### config.mk
export PLATFORM = sky130hd
export DESIGN_NAME = muldiv_seq
export DESIGN_NICKNAME = d
export VERILOG_FILES = /design/src/rtl/muldiv_seq.sv
export SDC_FILE = /design/constraint.sdc
export NUM_CORES = 1
export LEC_CHECK = 0
export BUFFER_PORTS_ARGS = -buffer_cell sky130_fd_sc_hd__buf_4
export CAP_MARGIN = 20
export CORE_UTILIZATION = 40
export CTS_CLUSTER_DIAMETER = 150
export CTS_CLUSTER_SIZE = 20
export DETAILED_ROUTE_END_ITERATION = 8
export GPL_TIMING_DRIVEN = 0
export HOLD_SLACK_MARGIN = 0.08
export PLACE_DENSITY = 0.55
export SLEW_MARGIN = 20
export SYNTH_ARGS = -nofsm -noshare
export SYNTH_HDL_FRONTEND = slang
export SYNTH_SLANG_ARGS = --single-unit
### constraint.sdc
create_clock -name clk -period 6.55 [get_ports clk]
set_input_delay 0.655 -clock clk [delete_from_list [all_inputs] [get_ports clk]]
set_output_delay 0.655 -clock clk [all_outputs]
set_load 0.01 [all_outputs]
### src/rtl/muldiv_seq.sv
// muldiv_seq: iterative unsigned multiply/divide sequencer.
// One bit per clock through a single shared adder: a shift-add multiply
// or a restoring divide. Start/busy/done handshake. Divide by zero
// completes immediately with dbz set.
module muldiv_seq #(
  parameter int unsigned WIDTH = 6
) (
  input  logic               clk,
  input  logic               rst,
  input  logic               start,
  input  logic               op,
  input  logic [WIDTH-1:0]   a,
  input  logic [WIDTH-1:0]   b,
  output logic               busy,
  output logic               done,
  output logic               dbz,
  output logic [2*WIDTH-1:0] result
);

  localparam int unsigned CW = (WIDTH > 1) ? $clog2(WIDTH) : 1;
  localparam logic [CW-1:0] LAST = CW'(WIDTH - 1);

  localparam logic [1:0] S_IDLE = 2'd0;
  localparam logic [1:0] S_RUN  = 2'd1;
  localparam logic [1:0] S_DONE = 2'd2;

  logic [1:0]         state_q, state_d;
  logic [CW-1:0]      cnt_q, cnt_d;
  logic               op_q, op_d;
  // Multiply: multiplicand. Divide: divisor.
  logic [WIDTH-1:0]   opnd_q, opnd_d;
  // Multiply: accumulator high half (top bit stays 0). Divide: remainder R.
  logic [WIDTH:0]     hi_q, hi_d;
  // Multiply: accumulator low half. Divide: quotient register Q.
  logic [WIDTH-1:0]   lo_q, lo_d;
  logic [2*WIDTH-1:0] result_q, result_d;
  logic               dbz_q, dbz_d;

  // Shared adder chain and per-step datapath
  logic [WIDTH:0]     add_x, add_y;
  logic               add_cin;
  logic [WIDTH+1:0]   add_sum;
  logic [WIDTH:0]     div_shift;
  logic               div_ok;
  logic [WIDTH:0]     step_hi;
  logic [WIDTH-1:0]   step_lo;

  // Operand/carry-in steering for the adder and the resulting next-step values.
  // Divide subtracts via add of the inverted divisor with carry-in 1; the
  // carry-out is then the "trial is non-negative" flag.
  always_comb begin
    add_x     = '0;
    add_y     = '0;
    add_cin   = 1'b0;
    div_shift = {hi_q[WIDTH-1:0], lo_q[WIDTH-1]};
    if (op_q) begin
      add_x   = div_shift;
      add_y   = ~{1'b0, opnd_q};
      add_cin = 1'b1;
    end else begin
      add_x   = hi_q;
      add_y   = lo_q[0] ? {1'b0, opnd_q} : '0;
    end
    add_sum = {1'b0, add_x} + {1'b0, add_y} + {{(WIDTH+1){1'b0}}, add_cin};
    div_ok  = add_sum[WIDTH+1];
    if (op_q) begin
      step_hi = div_ok ? add_sum[WIDTH:0] : div_shift;
      step_lo = {lo_q[WIDTH-2:0], div_ok};
    end else begin
      step_hi = {1'b0, add_sum[WIDTH:1]};
      step_lo = {add_sum[0], lo_q[WIDTH-1:1]};
    end
  end

  // Sequencer next-state and register updates
  always_comb begin
    state_d  = state_q;
    cnt_d    = cnt_q;
    op_d     = op_q;
    opnd_d   = opnd_q;
    hi_d     = hi_q;
    lo_d     = lo_q;
    result_d = result_q;
    dbz_d    = dbz_q;
    case (state_q)
      S_IDLE: begin
        if (start) begin
          if (op && (b == '0)) begin
            state_d  = S_DONE;
            dbz_d    = 1'b1;
            result_d = {a, {WIDTH{1'b1}}};
          end else begin
            state_d = S_RUN;
            op_d    = op;
            opnd_d  = op ? b : a;
            lo_d    = op ? a : b;
            hi_d    = '0;
            cnt_d   = '0;
          end
        end
      end
      S_RUN: begin
        hi_d = step_hi;
        lo_d = step_lo;
        if (cnt_q == LAST) begin
          state_d  = S_DONE;
          dbz_d    = 1'b0;
          // Both ops pack the same way: {hi, lo} or {R, Q}.
          result_d = {step_hi[WIDTH-1:0], step_lo};
        end else begin
          cnt_d = cnt_q + 1'b1;
        end
      end
      S_DONE: begin
        state_d = S_IDLE;
      end
      default: begin
        state_d = S_IDLE;
      end
    endcase
  end

  // State registers with synchronous reset
  always_ff @(posedge clk) begin
    if (rst) begin
      state_q  <= S_IDLE;
      cnt_q    <= '0;
      op_q     <= 1'b0;
      opnd_q   <= '0;
      hi_q     <= '0;
      lo_q     <= '0;
      result_q <= '0;
      dbz_q    <= 1'b0;
    end else begin
      state_q  <= state_d;
      cnt_q    <= cnt_d;
      op_q     <= op_d;
      opnd_q   <= opnd_d;
      hi_q     <= hi_d;
      lo_q     <= lo_d;
      result_q <= result_d;
      dbz_q    <= dbz_d;
    end
  end

  assign busy   = (state_q != S_IDLE);
  assign done   = (state_q == S_DONE);
  assign dbz    = dbz_q;
  assign result = result_q;

endmodule

* Word level (Yosys, flattened, before mapping)
Index checks and enable logic that the tools add are counted.
Storage, ports and cells: flip-flop bits (word level) 38, input port bits 16
Cells by class: muxes and demuxes 31, equal/unequal tests 8, $add $sub $neg 3, bitwise logic cells 2, reduce and logical (&&, ||, !) cells 10
Operator list (count):
- 2-to-1 mux 7 bit | 6
- 2-to-1 mux 12 bit | 3
- 2-to-1 mux 6 bit | 6
- one-hot mux 12 bit (2 select lines) | 1
- one-hot mux 7 bit (2 select lines) | 1
- one-hot mux 6 bit (2 select lines) | 1
- != test 2 bit, second input constant | 5
- 2-to-1 mux 3 bit | 3
- adder 7 x 7 -> 8 bit | 1
- adder 8 x 1 -> 8 bit | 1
- AND reduction 4 bit | 2
- NOT 6 -> 7 bit | 1
- zero test 6 bit | 1
- 2-to-1 mux 2 bit | 3
- one-hot mux 3 bit (2 select lines) | 1
- AND reduction 3 bit | 2
- 2-to-1 mux 1 bit | 4
- one-hot mux 2 bit (2 select lines) | 1
- nonzero test 2 bit | 2
- adder 3 x 1 -> 3 bit, second input constant | 1
- == test 3 bit, second input constant | 1
- == test 2 x 1 -> 1 bit, second input constant | 1
- == test 2 bit, second input constant | 1
- zero test 2 bit | 1
- 4 further kinds | 4

* Depth between registers and ports, before layout
Gate-level depths: netlist (run 1).
depth in word-level cells 8, depth in mapped cells 14, depth with buffers taken out 12

* Least setup slack after synthesis (run 1)
No wires, ideal clock.
path type reg2reg, start point register op_q, end point register hi_q[6], setup time 0.070 ns, stages on the path, launching flop included 13, setup slack 3.170 ns, data arrival time 3.310 ns, clock period less this slack 3.380 ns, data required time 6.480 ns, buffers on the path 2, cells stage by stage dfxtp_1 -> clkbuf_1 -> clkbuf_1 -> mux2_2 -> fa_1 -> inv_1 -> fa_1 -> nand2b_1 -> a21oi_1 -> a2111o_1 -> and3_1 -> a2111o_1 -> a21oi_1
Between the ends: longest elaborated chain between the ends 6
RTL lines:
- from (decl) | RTL line 29 | logic op_q, op_d;
- from (signal assigned) | RTL line 137 | op_q <= op_d;
- 2-to-1 mux 7 bit | RTL line 56 | if (op_q) begin
- adder 7 x 7 -> 8 bit | RTL line 64 | add_sum = {1'b0, add_x} + {1'b0, add_y} + {{(WIDTH+1){1'b0}}, add_cin};
- adder 8 x 1 -> 8 bit | RTL line 64
- 2-to-1 mux 7 bit | RTL line 67 | step_hi = div_ok ? add_sum[WIDTH:0] : div_shift;
- 2-to-1 mux 7 bit * | RTL line 66 | if (op_q) begin
- one-hot mux 7 bit (2 select lines) * | RTL line 85 | case (state_q)
- to (signal assigned) | RTL line 139 | hi_q <= hi_d;
- to (decl) | RTL line 33 | logic [WIDTH:0] hi_q, hi_d;
Mark *: on every way between the ends. The rest lies on a longest branch, timed or not. A chain may end at the register's enable or synchronous reset.

* Worst setup path in the final report (run 1)
Ends and elaborated chain as after synthesis.

==> flow_metrics.py, run 1 <==
metrics = {
    "placed_design": {
        "dp_cells": 395,
        "place_congestion": 0.8762,
        "hpwlAfterDp_um": 5198,
        "portBuffers": 29,
        "dpl-instance-area_um2": 2664,
    },
    "sta": {
        "clock_skew_ps": 8.624,
        "finalSetupTns_ps": 0,
        "worst_pin_slew_ps": 896.3,
        "max_clock_freq_ghz": 0.2581,
        "rsz0062_at_grt": "false",
        "fin_crit_ps": 3875,
        "finalSetupViolCount": 0,
        "slew_headroom_pct": 39.88,
        "hold_viol": 0,
        "min_period_over_period_pct": 59.16,
        "whs_ps": 467.9,
        "final-max-slew-violation-count": 0,
    },
    "cts": {
        "cts-hold-fix-buffers": 0,
        "post_cts_buffers": 0,
        "clk_path_buf_depth": 2,
        "htree_levels": 2,
        "cts-resized-gates": 0,
        "cts_tree": "built",
        "clk_pin_slew_worst_paths_ps": 80,
        "worstSkewPairLatency_ps": 280,
        "cts_num_sinks": 38,
        "numCtsBuffers": 5,
        "root_buffer": "clkbuf_8",
    },
    "yosys": {
        "synthFlopType": "dfxtp_1",
        "synth_cell_types": 56,
        "syn-cell-area_um2": 2356,
        "ys_warn_count": 0,
        "synth-seq-area-share_pct": 32.29,
        "ys_seq_elements": 38,
        "ys_async_sr_fraction_pct": 0,
        "synth_edf_count": 0,
        "syn_avg_cell_area_um2": 8.014,
        "synth_fp_nets": 319,
        "synth_cells": 294,
    },
    "layout": {
        "diodes": 0,
        "multi_input_area_um2": 1509,
        "final_cell_mix": "nand2_1 (41), dfxtp_1 (38), nor2_1 (35)",
        "fin_area_um2": 2759,
        "drive_gt1_share_pct": 15.71,
        "synthToLayoutAreaGrowth_pct": 17.10,
        "final_util_pct": 49.20,
        "regArea_um2": 760.7,
        "nFillCells": 583,
        "stdcell_count": 403,
        "fin_nets": 355,
        "layout_commonest_cell": "nand2_1",
    },
    "grt": {
        "grt_start_max_net_pins": 13,
        "overflow": 0,
        "grtUsageTotal_pct": 22.62,
        "grt_pass1_vias": 2062,
        "antenna_found_initial": 0,
        "grt_first_pass_wirelength_um": 10630,
    },
    "die": {
        "fp.dieH_um": 78.75,
        "core_region_area_um2": 5608,
        "die_w_um": 78.75,
        "initial_core_util_pct": 42.01,
        "die_area_um2": 6201,
        "rows": 27,
        "io_pins": 31,
    },
    "job": {
        "drv_cap": 0,
    },
    "worst_setup_path": {
        "worstPathRequired_ps": 6770,
        "critPathKind": "reg -> reg",
        "cp_slowest_stage_delay_ps": 480,
        "worstPathMaxFanout": 10,
        "cp_slowest_cell": "dfxtp_1",
        "crit_path_end_kind": "flip-flop",
        "path_cells": "clkbuf_1, clkbuf_1, mux2_2, fa_1, inv_1, fa_1, nand2b_1, a21oi_1, a2111o_1, and3_1, a2111o_1, a21oi_1",
        "cp-start-kind": "flip-flop",
        "arrival_ps": 4090,
    },
    "drt": {
        "ant_nets": 0,
        "drc": 0,
        "wirelength_um": 6624,
        "first_iter_violations": 232,
        "vias": 2246,
        "avgRoutedWirePerCell_um": 16.44,
        "vias_per_cell": 5.573,
        "dr.pass1.iters": 5,
    },
    "pwr": {
        "ir_drop_uv": 110.8,
        "leakagePower_nw": 1.063,
        "power_density_nw_per_um2": 190.7,
    },
    "run_status": {
        "status": "completed",
    },
    "hold_path": {
        "hold_path.class": "reg -> reg",
    },
}
## layout make-up
| cell class | instances | share of cell area (%) |
|---|---|---|
| clock buffer | 6 | 2.993 |
| multi-input combinational | 234 | 54.69 |
| tap | 72 | 3.265 |
| clock inverter | 2 | 0.4535 |
| timing repair buffer | 29 | 7.891 |
| sequential | 38 | 27.57 |
| inverter | 8 | 1.088 |
| buffer | 14 | 2.041 |
## logic make-up after synthesis
| logic type | Yosys count | share of synthesized area, % |
|---|---|---|
| buffers and inverters | 22 | 3.664 |
| adders and majority gates | 9 | 5.417 |
| xor gates and xnor gates | 4 | 1.487 |
| muxes | 23 | 10.04 |
| AOI/OAI and AO/OA | 79 | 23.95 |
| and+or+nand+nor | 119 | 23.16 |
| DFF | 38 | 32.29 |
## where the power goes
group	switching, mW	internal, mW	total, mW
registers	0.00969	0.241	0.251
clock network	0.0834	0.0846	0.168
logic	0.0647	0.0425	0.107
total	0.158	0.368	0.526
## worst paths after layout
path	start	end	slack [ps]	cells after the start
setup / recovery	op_q	hi_q[6]	2680	12
hold / removal	result[8]	result[8]	470	2
setup reg to reg	op_q	hi_q[6]	2680	12
hold reg to reg	result[8]	result[8]	470	2
## synth_stat cells, types with 2 or more instances
cell type / count / area [um^2]
nand2_1: 41 / 153.9
dfxtp_1: 38 / 760.7
nor2_1: 35 / 131.4
a21oi_1: 23 / 115.1
mux2i_1: 18 / 180.2
nand3_1: 13 / 65.06
o21ai_0: 12 / 60.06
clkbuf_1: 10 / 37.54
a211oi_1: 9 / 67.56
ha_1: 7 / 87.58
inv_1: 7 / 26.28
nor3_1: 6 / 30.03
mux2_2: 5 / 56.30
nor2b_1: 5 / 31.28
o211ai_1: 5 / 37.54
a22oi_1: 4 / 30.03
nand2b_1: 4 / 25.02
and3_1: 3 / 18.77
buf_2: 3 / 15.01
o221ai_1: 3 / 26.28
a2111o_1: 2 / 22.52
fa_1: 2 / 40.04
nor3b_1: 2 / 15.01
o2111ai_1: 2 / 17.52
o2bb2ai_1: 2 / 17.52
xnor2_1: 2 / 17.52
xor2_1: 2 / 17.52
## metrics by stage
| step | setup WS (ps) | total power, mW |
|---|---|---|
| floorplan | 3170 | 0.3274 |
| global placement | 2719 | 0.3625 |
| detailed placement | 2727 | 0.3625 |
| CTS | 2679 | 0.5305 |
| global route | 2398 | 0.5564 |
| finish | 2675 | 0.5261 |
## critical path: cells and delay by family (launching register included)
| family | cells | cell delay [ps] |
|---|---|---|
| fa+ha+maj | 2 | 620 |
| buf+inv | 3 | 920 |
| compound gates | 4 | 1060 |
| mux | 1 | 420 |
| flops | 1 | 480 |
| simple gates | 2 | 310 |
## registers in the layout, summed over array words and instances (netlist names)
register  count
result       12
hi_q          7
lo_q          6
opnd_q        6
cnt_q         3
state_q       2
dbz           1
op_q          1
## metal layers
metal	track usage [%]	routed length, um	vias up
li1	-	-	1145
met1	33.29	3279	1036
met2	34.17	2928	61
met3	3.678	390	4
met4	5.370	25	0
met5	0	0	-
No activity file was read; power rests on OpenSTA's default activity.
==> inputs of run 2 (changes only) <==
--- a/config.mk
+++ b/config.mk
@@ -5,6 +5,7 @@
 export SDC_FILE = /design/constraint.sdc
 export NUM_CORES = 1
 export LEC_CHECK = 0
+export ABC_AREA = 1
 export BUFFER_PORTS_ARGS = -buffer_cell sky130_fd_sc_hd__buf_4
 export CAP_MARGIN = 20
 export CORE_UTILIZATION = 40
@@ -13,7 +14,7 @@
 export DETAILED_ROUTE_END_ITERATION = 8
 export GPL_TIMING_DRIVEN = 0
 export HOLD_SLACK_MARGIN = 0.08
-export PLACE_DENSITY = 0.55
+export PLACE_DENSITY = 0.57
 export SLEW_MARGIN = 20
 export SYNTH_ARGS = -nofsm -noshare
 export SYNTH_HDL_FRONTEND = slang
==> constraint.sdc (replaced) <==
create_clock -name clk -period 3.33 [get_ports clk]
set_input_delay 0.333 -clock clk [delete_from_list [all_inputs] [get_ports clk]]
set_output_delay 0.333 -clock clk [all_outputs]
set_load 0.01 [all_outputs]
==> flow_metrics.py, run 2 <==
metrics = {
    "cts": {
        "clk_pin_slew_worst_paths_ps": 80,
        "cts-hold-fix-buffers": 0,
        "root_buffer": "clkbuf_8",
        "htree_levels": 2,
        "clk_path_buf_depth": 2,
        "cts_tree": "built",
        "numCtsBuffers": 5,
        "cts_num_sinks": 38,
        "worstSkewPairLatency_ps": 290,
    },
    "sta": {
        "worst_slack_ps": 288.2,
        "clock_skew_ps": 8.421,
        "min_period_over_period_pct": 91.35,
        "worst_pin_slew_ps": 669.0,
        "slew_headroom_pct": 55.40,
        "hold_viol": 0,
        "final-max-slew-violation-count": 0,
        "finalSetupTns_ps": 0,
        "max_clock_freq_ghz": 0.3288,
        "finalSetupViolCount": 0,
        "rsz0062_at_grt": "false",
        "fin_crit_ps": 3042,
    },
    "grt": {
        "grtUsageTotal_pct": 21.51,
        "grt_first_pass_wirelength_um": 10480,
        "grt_pass1_vias": 2138,
        "grt_start_max_net_pins": 13,
        "overflow": 0,
        "antenna_found_initial": 0,
    },
    "die": {
        "fp.dieH_um": 80.40,
        "io_pins": 31,
        "die_area_um2": 6464,
        "core_region_area_um2": 5921,
        "rows": 28,
        "die_w_um": 80.40,
        "initial_core_util_pct": 41.53,
    },
    "placed_design": {
        "place_congestion": 0.8770,
        "place_ws_ps": 183.0,
        "dp_cells": 457,
        "hpwlAfterDp_um": 5043,
        "portBuffers": 29,
    },
    "worst_setup_path": {
        "cp-start-kind": "flip-flop",
        "reg2reg_from": "op_q",
        "crit_path_end_kind": "flip-flop",
        "worstPathMaxFanout": 10,
        "worstPathRequired_ps": 3550,
        "r2r-end": "result[9]",
        "ff2ff_path_depth": 14,
        "startpoint": "op_q",
        "critPathKind": "reg -> reg",
        "arrival_ps": 3270,
        "reg2reg_slack_ps": 290,
    },
    "hold_path": {
        "min_from": "rst",
        "hold_path.class": "in -> reg",
        "hold_depth": 4,
        "whs_endpoint": "result[0]",
    },
    "pwr": {
        "clock_power_share_pct": 26.9,
        "p_switching_uw": 418.8,
        "leakagePower_nw": 1.254,
        "ir_drop_uv": 228.4,
        "seqPwrFrac_pct": 42.9,
        "power_density_nw_per_um2": 426.3,
        "power_frac_comb_pct": 30.2,
        "internal-power_uw": 803.1,
        "swShare_pct": 34.28,
    },
    "yosys": {
        "synthTopCellsByArea": "dfxtp_1 (31%), nand2_1 (14%), o21ai_0 (6.7%)",
        "synth_fp_nets": 378,
        "synth_edf_count": 0,
        "synth_top_cell_by_area": "dfxtp_1",
        "netlist.area_leader.share_pct": 30.94,
        "ys_async_sr_fraction_pct": 0,
        "synth_cell_types": 40,
        "synthFlopType": "dfxtp_1",
        "syn-cell-area_um2": 2459,
        "synthTopCellsByCount": "nand2_1 (90), dfxtp_1 (38), o21ai_0 (33), inv_1 (31), a21oi_1 (23)",
        "synth_most_common_cell": "nand2_1",
        "synth-seq-area-share_pct": 30.94,
        "synth_cells": 353,
        "ys_seq_elements": 38,
        "syn_avg_cell_area_um2": 6.965,
        "ys_warn_count": 0,
    },
    "layout": {
        "drive_gt1_share_pct": 22.56,
        "synthToLayoutAreaGrowth_pct": 16.59,
        "largest_register_ffs": 12,
        "fin_nets": 414,
        "layout_commonest_cell": "nand2_1",
        "final_cell_mix": "nand2_1 (90), dfxtp_1 (38), o21ai_0 (33)",
        "nFillCells": 620,
        "diodes": 0,
        "stdcell_count": 465,
    },
    "run_status": {
        "status": "completed",
    },
    "drt": {
        "vias_per_cell": 5.172,
        "dr.pass1.iters": 5,
        "drc": 0,
        "vias": 2405,
        "avgRoutedWirePerCell_um": 13.76,
        "wirelength_um": 6398,
        "ant_nets": 0,
        "first_iter_violations": 120,
    },
    "job": {
        "drv_cap": 0,
    },
}
-- run 2: cells by family after synthesis --
group                    Yosys count  synth area share (%)
buffers and inverters             57                 11.14
adder cells (fa/ha/maj)            9                 5.191
AND/OR/NAND/NOR                  157                 29.67
XOR/XNOR                           4                 1.425
AO/OA/AOI/OAI                     88                 21.63
flip-flops                        38                 30.94
-- run 2: what timing repair did --
action | CTS | global route
resized for setup | 0 | 2
buffers inserted | 0 | 0
endpoints found under the setup margin | 0 | 8
-- run 2: worst max-delay path by stage --
| stage | end | cells after the start |
|---|---|---|
| after global placement | result[9] | 14 |
| after global routing | hi_q[3] | 16 |
| after CTS | result[9] | 14 |
| after detailed placement | result[9] | 14 |
| final | result[9] | 14 |
| after floorplan | result[9] | 14 |
-- run 2: power groups by stage --
stage	Clock, mW	Sequential (mW)	Combinational (mW)
3_3_place_gp	0	0.534	0.366
3_5_place_dp	0	0.534	0.367
4_1_cts	0.341	0.524	0.368
5_1_grt	0.363	0.528	0.412
6_report	0.329	0.524	0.369
2_1_floorplan	0	0.534	0.254
-- run 2: stage by stage --
stage | area, um^2 | utilization, % | power (mW) | hold WS (ps)
2_1_floorplan | 2459 | - | 0.7875 | 445.3
3_3_place_gp | 2770 | 46.79 | 0.8997 | 458.0
3_5_place_dp | 2770 | 46.79 | 0.9014 | 458.6
4_1_cts | 2865 | 48.39 | 1.233 | 311.0
5_1_grt | 2867 | 48.42 | 1.304 | 329.9
6_report | 2867 | 48.42 | 1.222 | 323.2
-- run 2: worst max-delay path: stages (launching register included) --
cell and delay [ps]:
dfxtp_1 360, inv_2 80, clkbuf_1 370, clkbuf_2 330, nand3_1 90, o21ai_0 120
fa_1 250, inv_1 60, fa_1 420, o21ai_2 200, xnor2_1 100, or2_2 270
nand2_1 120, nand3_2 80, a21oi_2 120
-- run 2: layer usage --
metal	GRT usage [%]	vias to the layer above	wire (um)	share of wire, %
met4	4.286	0	45	0.70
met2	32.88	67	2842	44
met5	0	-	0	0
met1	31.63	1099	3198	50
met3	3.295	7	311	4.9
li1	-	1232	-	-
-- run 2: layout make-up --
class / count / area [um^2] / share of cell area, %
well taps: 75 / 93.84 / 3.274
clock buffers: 6 / 82.58 / 2.881
clock inverters: 2 / 12.51 / 0.4365
repair buffers: 29 / 217.7 / 7.595
flip-flops and latches: 38 / 760.7 / 26.54
multi-input cells: 258 / 1424 / 49.67
plain buffers: 17 / 117.6 / 4.103
inverters: 40 / 157.7 / 5.500
==> inputs of run 3 (changes only) <==
==> constraint.sdc (replaced) <==
create_clock -name clk -period 3.33 [get_ports clk]
set_input_delay 0 -clock clk [delete_from_list [all_inputs] [get_ports clk]]
set_output_delay 0 -clock clk [all_outputs]
set_load 0.01 [all_outputs]
==> flow_metrics.py, run 3 (same netlist as run 2, synthesis figures left out) <==
metrics = {
    "run_status": {
        "status": "completed",
    },
    "worst_setup_path": {
        "arrival_ps": 3270,
        "startpoint": "op_q",
        "reg2reg_slack_ps": 290,
        "cp-start-kind": "flip-flop",
        "reg2reg_from": "op_q",
        "r2r-end": "result[9]",
        "crit_end": "result[9]",
        "critPathKind": "reg -> reg",
        "ff2ff_path_depth": 14,
        "crit_path_end_kind": "flip-flop",
        "worstPathRequired_ps": 3560,
        "worstPathMaxFanout": 10,
    },
    "drt": {
        "vias_per_cell": 5.104,
        "dr.pass1.iters": 4,
        "vias": 2445,
        "ant_nets": 0,
        "first_iter_violations": 146,
        "avgRoutedWirePerCell_um": 13.75,
        "drc": 0,
        "wirelength_um": 6587,
    },
    "grt": {
        "grt_start_max_net_pins": 13,
        "grtUsageTotal_pct": 22.18,
        "grt_first_pass_wirelength_um": 10850,
        "grt_pass1_vias": 2240,
        "overflow": 0,
        "antenna_found_initial": 0,
    },
    "die": {
        "fp.dieH_um": 80.40,
        "rows": 28,
        "initial_core_util_pct": 41.53,
        "die_w_um": 80.40,
        "core_region_area_um2": 5921,
        "die_area_um2": 6464,
        "io_pins": 31,
    },
    "cts": {
        "cts_tree": "built",
        "clk_pin_slew_worst_paths_ps": 80,
        "numCtsBuffers": 5,
        "root_buffer": "clkbuf_8",
        "cts_num_sinks": 38,
        "worstSkewPairLatency_ps": 290,
        "clk_path_buf_depth": 2,
        "htree_levels": 2,
    },
    "layout": {
        "synthToLayoutAreaGrowth_pct": 22.29,
        "layout_commonest_cell": "nand2_1",
        "largest_register_ffs": 12,
        "drive_gt1_share_pct": 21.78,
        "diodes": 0,
        "final_cell_mix": "nand2_1 (90), dfxtp_1 (38), o21ai_0 (33)",
        "final_util_pct": 50.78,
        "fin_nets": 428,
    },
    "placed_design": {
        "portBuffers": 29,
        "hpwlAfterDp_um": 5043,
        "place_congestion": 0.8770,
    },
    "sta": {
        "rsz0062_at_grt": "false",
        "final-max-slew-violation-count": 0,
        "clock_skew_ps": 9.147,
        "hold_viol": 0,
        "slew_headroom_pct": 55.41,
        "fin_crit_ps": 3044,
        "worst_pin_slew_ps": 668.8,
        "finalSetupTns_ps": 0,
        "max_clock_freq_ghz": 0.3285,
        "min_period_over_period_pct": 91.41,
        "finalSetupViolCount": 0,
    },
    "job": {
        "drv_cap": 0,
    },
    "pwr": {
        "ir_drop_uv": 228.9,
        "power_mw": 1.241,
        "power_density_nw_per_um2": 412.8,
        "leakagePower_nw": 1.322,
    },
    "hold_path": {
        "hold_path.class": "in -> reg",
    },
}
## run 3: report_power, final
group	internal [mW]	total [mW]	switching [mW]
Sequential	0.494	0.524	0.0299
Clock	0.166	0.332	0.165
Combinational	0.157	0.385	0.229
## run 3: critical path: stages, from the launching register on
cell and delay [ps]:
dfxtp_1 360, inv_2 80, clkbuf_1 380, clkbuf_2 330, nand3_1 90, o21ai_0 120
fa_1 250, inv_1 60, fa_1 420, o21ai_2 200, xnor2_1 100, or2_2 270
nand2_1 120, nand3_2 80, a21oi_2 120
## run 3: per-layer routing
metal / part of all wire [%] / up-vias / GRT usage (%)
met5: 0 / - / 0
met4: 0.64 / 0 / 4.286
met3: 5.2 / 7 / 3.068
met2: 45 / 53 / 35.08
met1: 49 / 1128 / 31.90
li1: - / 1257 / -
## run 3: worst min-delay path by stage
stage               start        end  slack [ps]  cells after the start
floorplan            a[0]  opnd_q[0]         160                      2
global placement      rst  result[0]         290                      4
detailed placement    rst  result[0]         290                      4
CTS                 start        dbz         100                      3
global route        start        dbz         130                      3
finish              start        dbz         120                      3
## run 3: metrics by stage
stage | hold slack [ps] | cell area [um^2] | setup slack, ps | instances
after floorplan | 160.4 | 2459 | 702.0 | 353
after global placement | 286.6 | 2770 | 173.7 | 457
after detailed placement | 294.7 | 2770 | 183.0 | 457
after CTS | 105.0 | 3005 | 153.6 | 479
after global routing | 131.3 | 3007 | 82.45 | 479
final | 117.7 | 3007 | 285.9 | 479
## run 3: cell type report
cell class | instances | area (um^2)
multi-input cells | 258 | 1424
well taps | 75 | 93.84
clock inverters | 2 | 12.51
flip-flops and latches | 38 | 760.7
inverters | 40 | 157.7
repair buffers | 43 | 357.8
fillers | 609 | 2914
clock buffers | 6 | 82.58
plain buffers | 17 | 117.6
## run 3: timing repair
item | 4_1_cts | 5_1_grt
setup buffers | 0 | 0
hold endpoints to repair | 10 | 0
setup endpoints to repair | 0 | 8
hold buffers | 14 | 0
resized for setup | 0 | 2
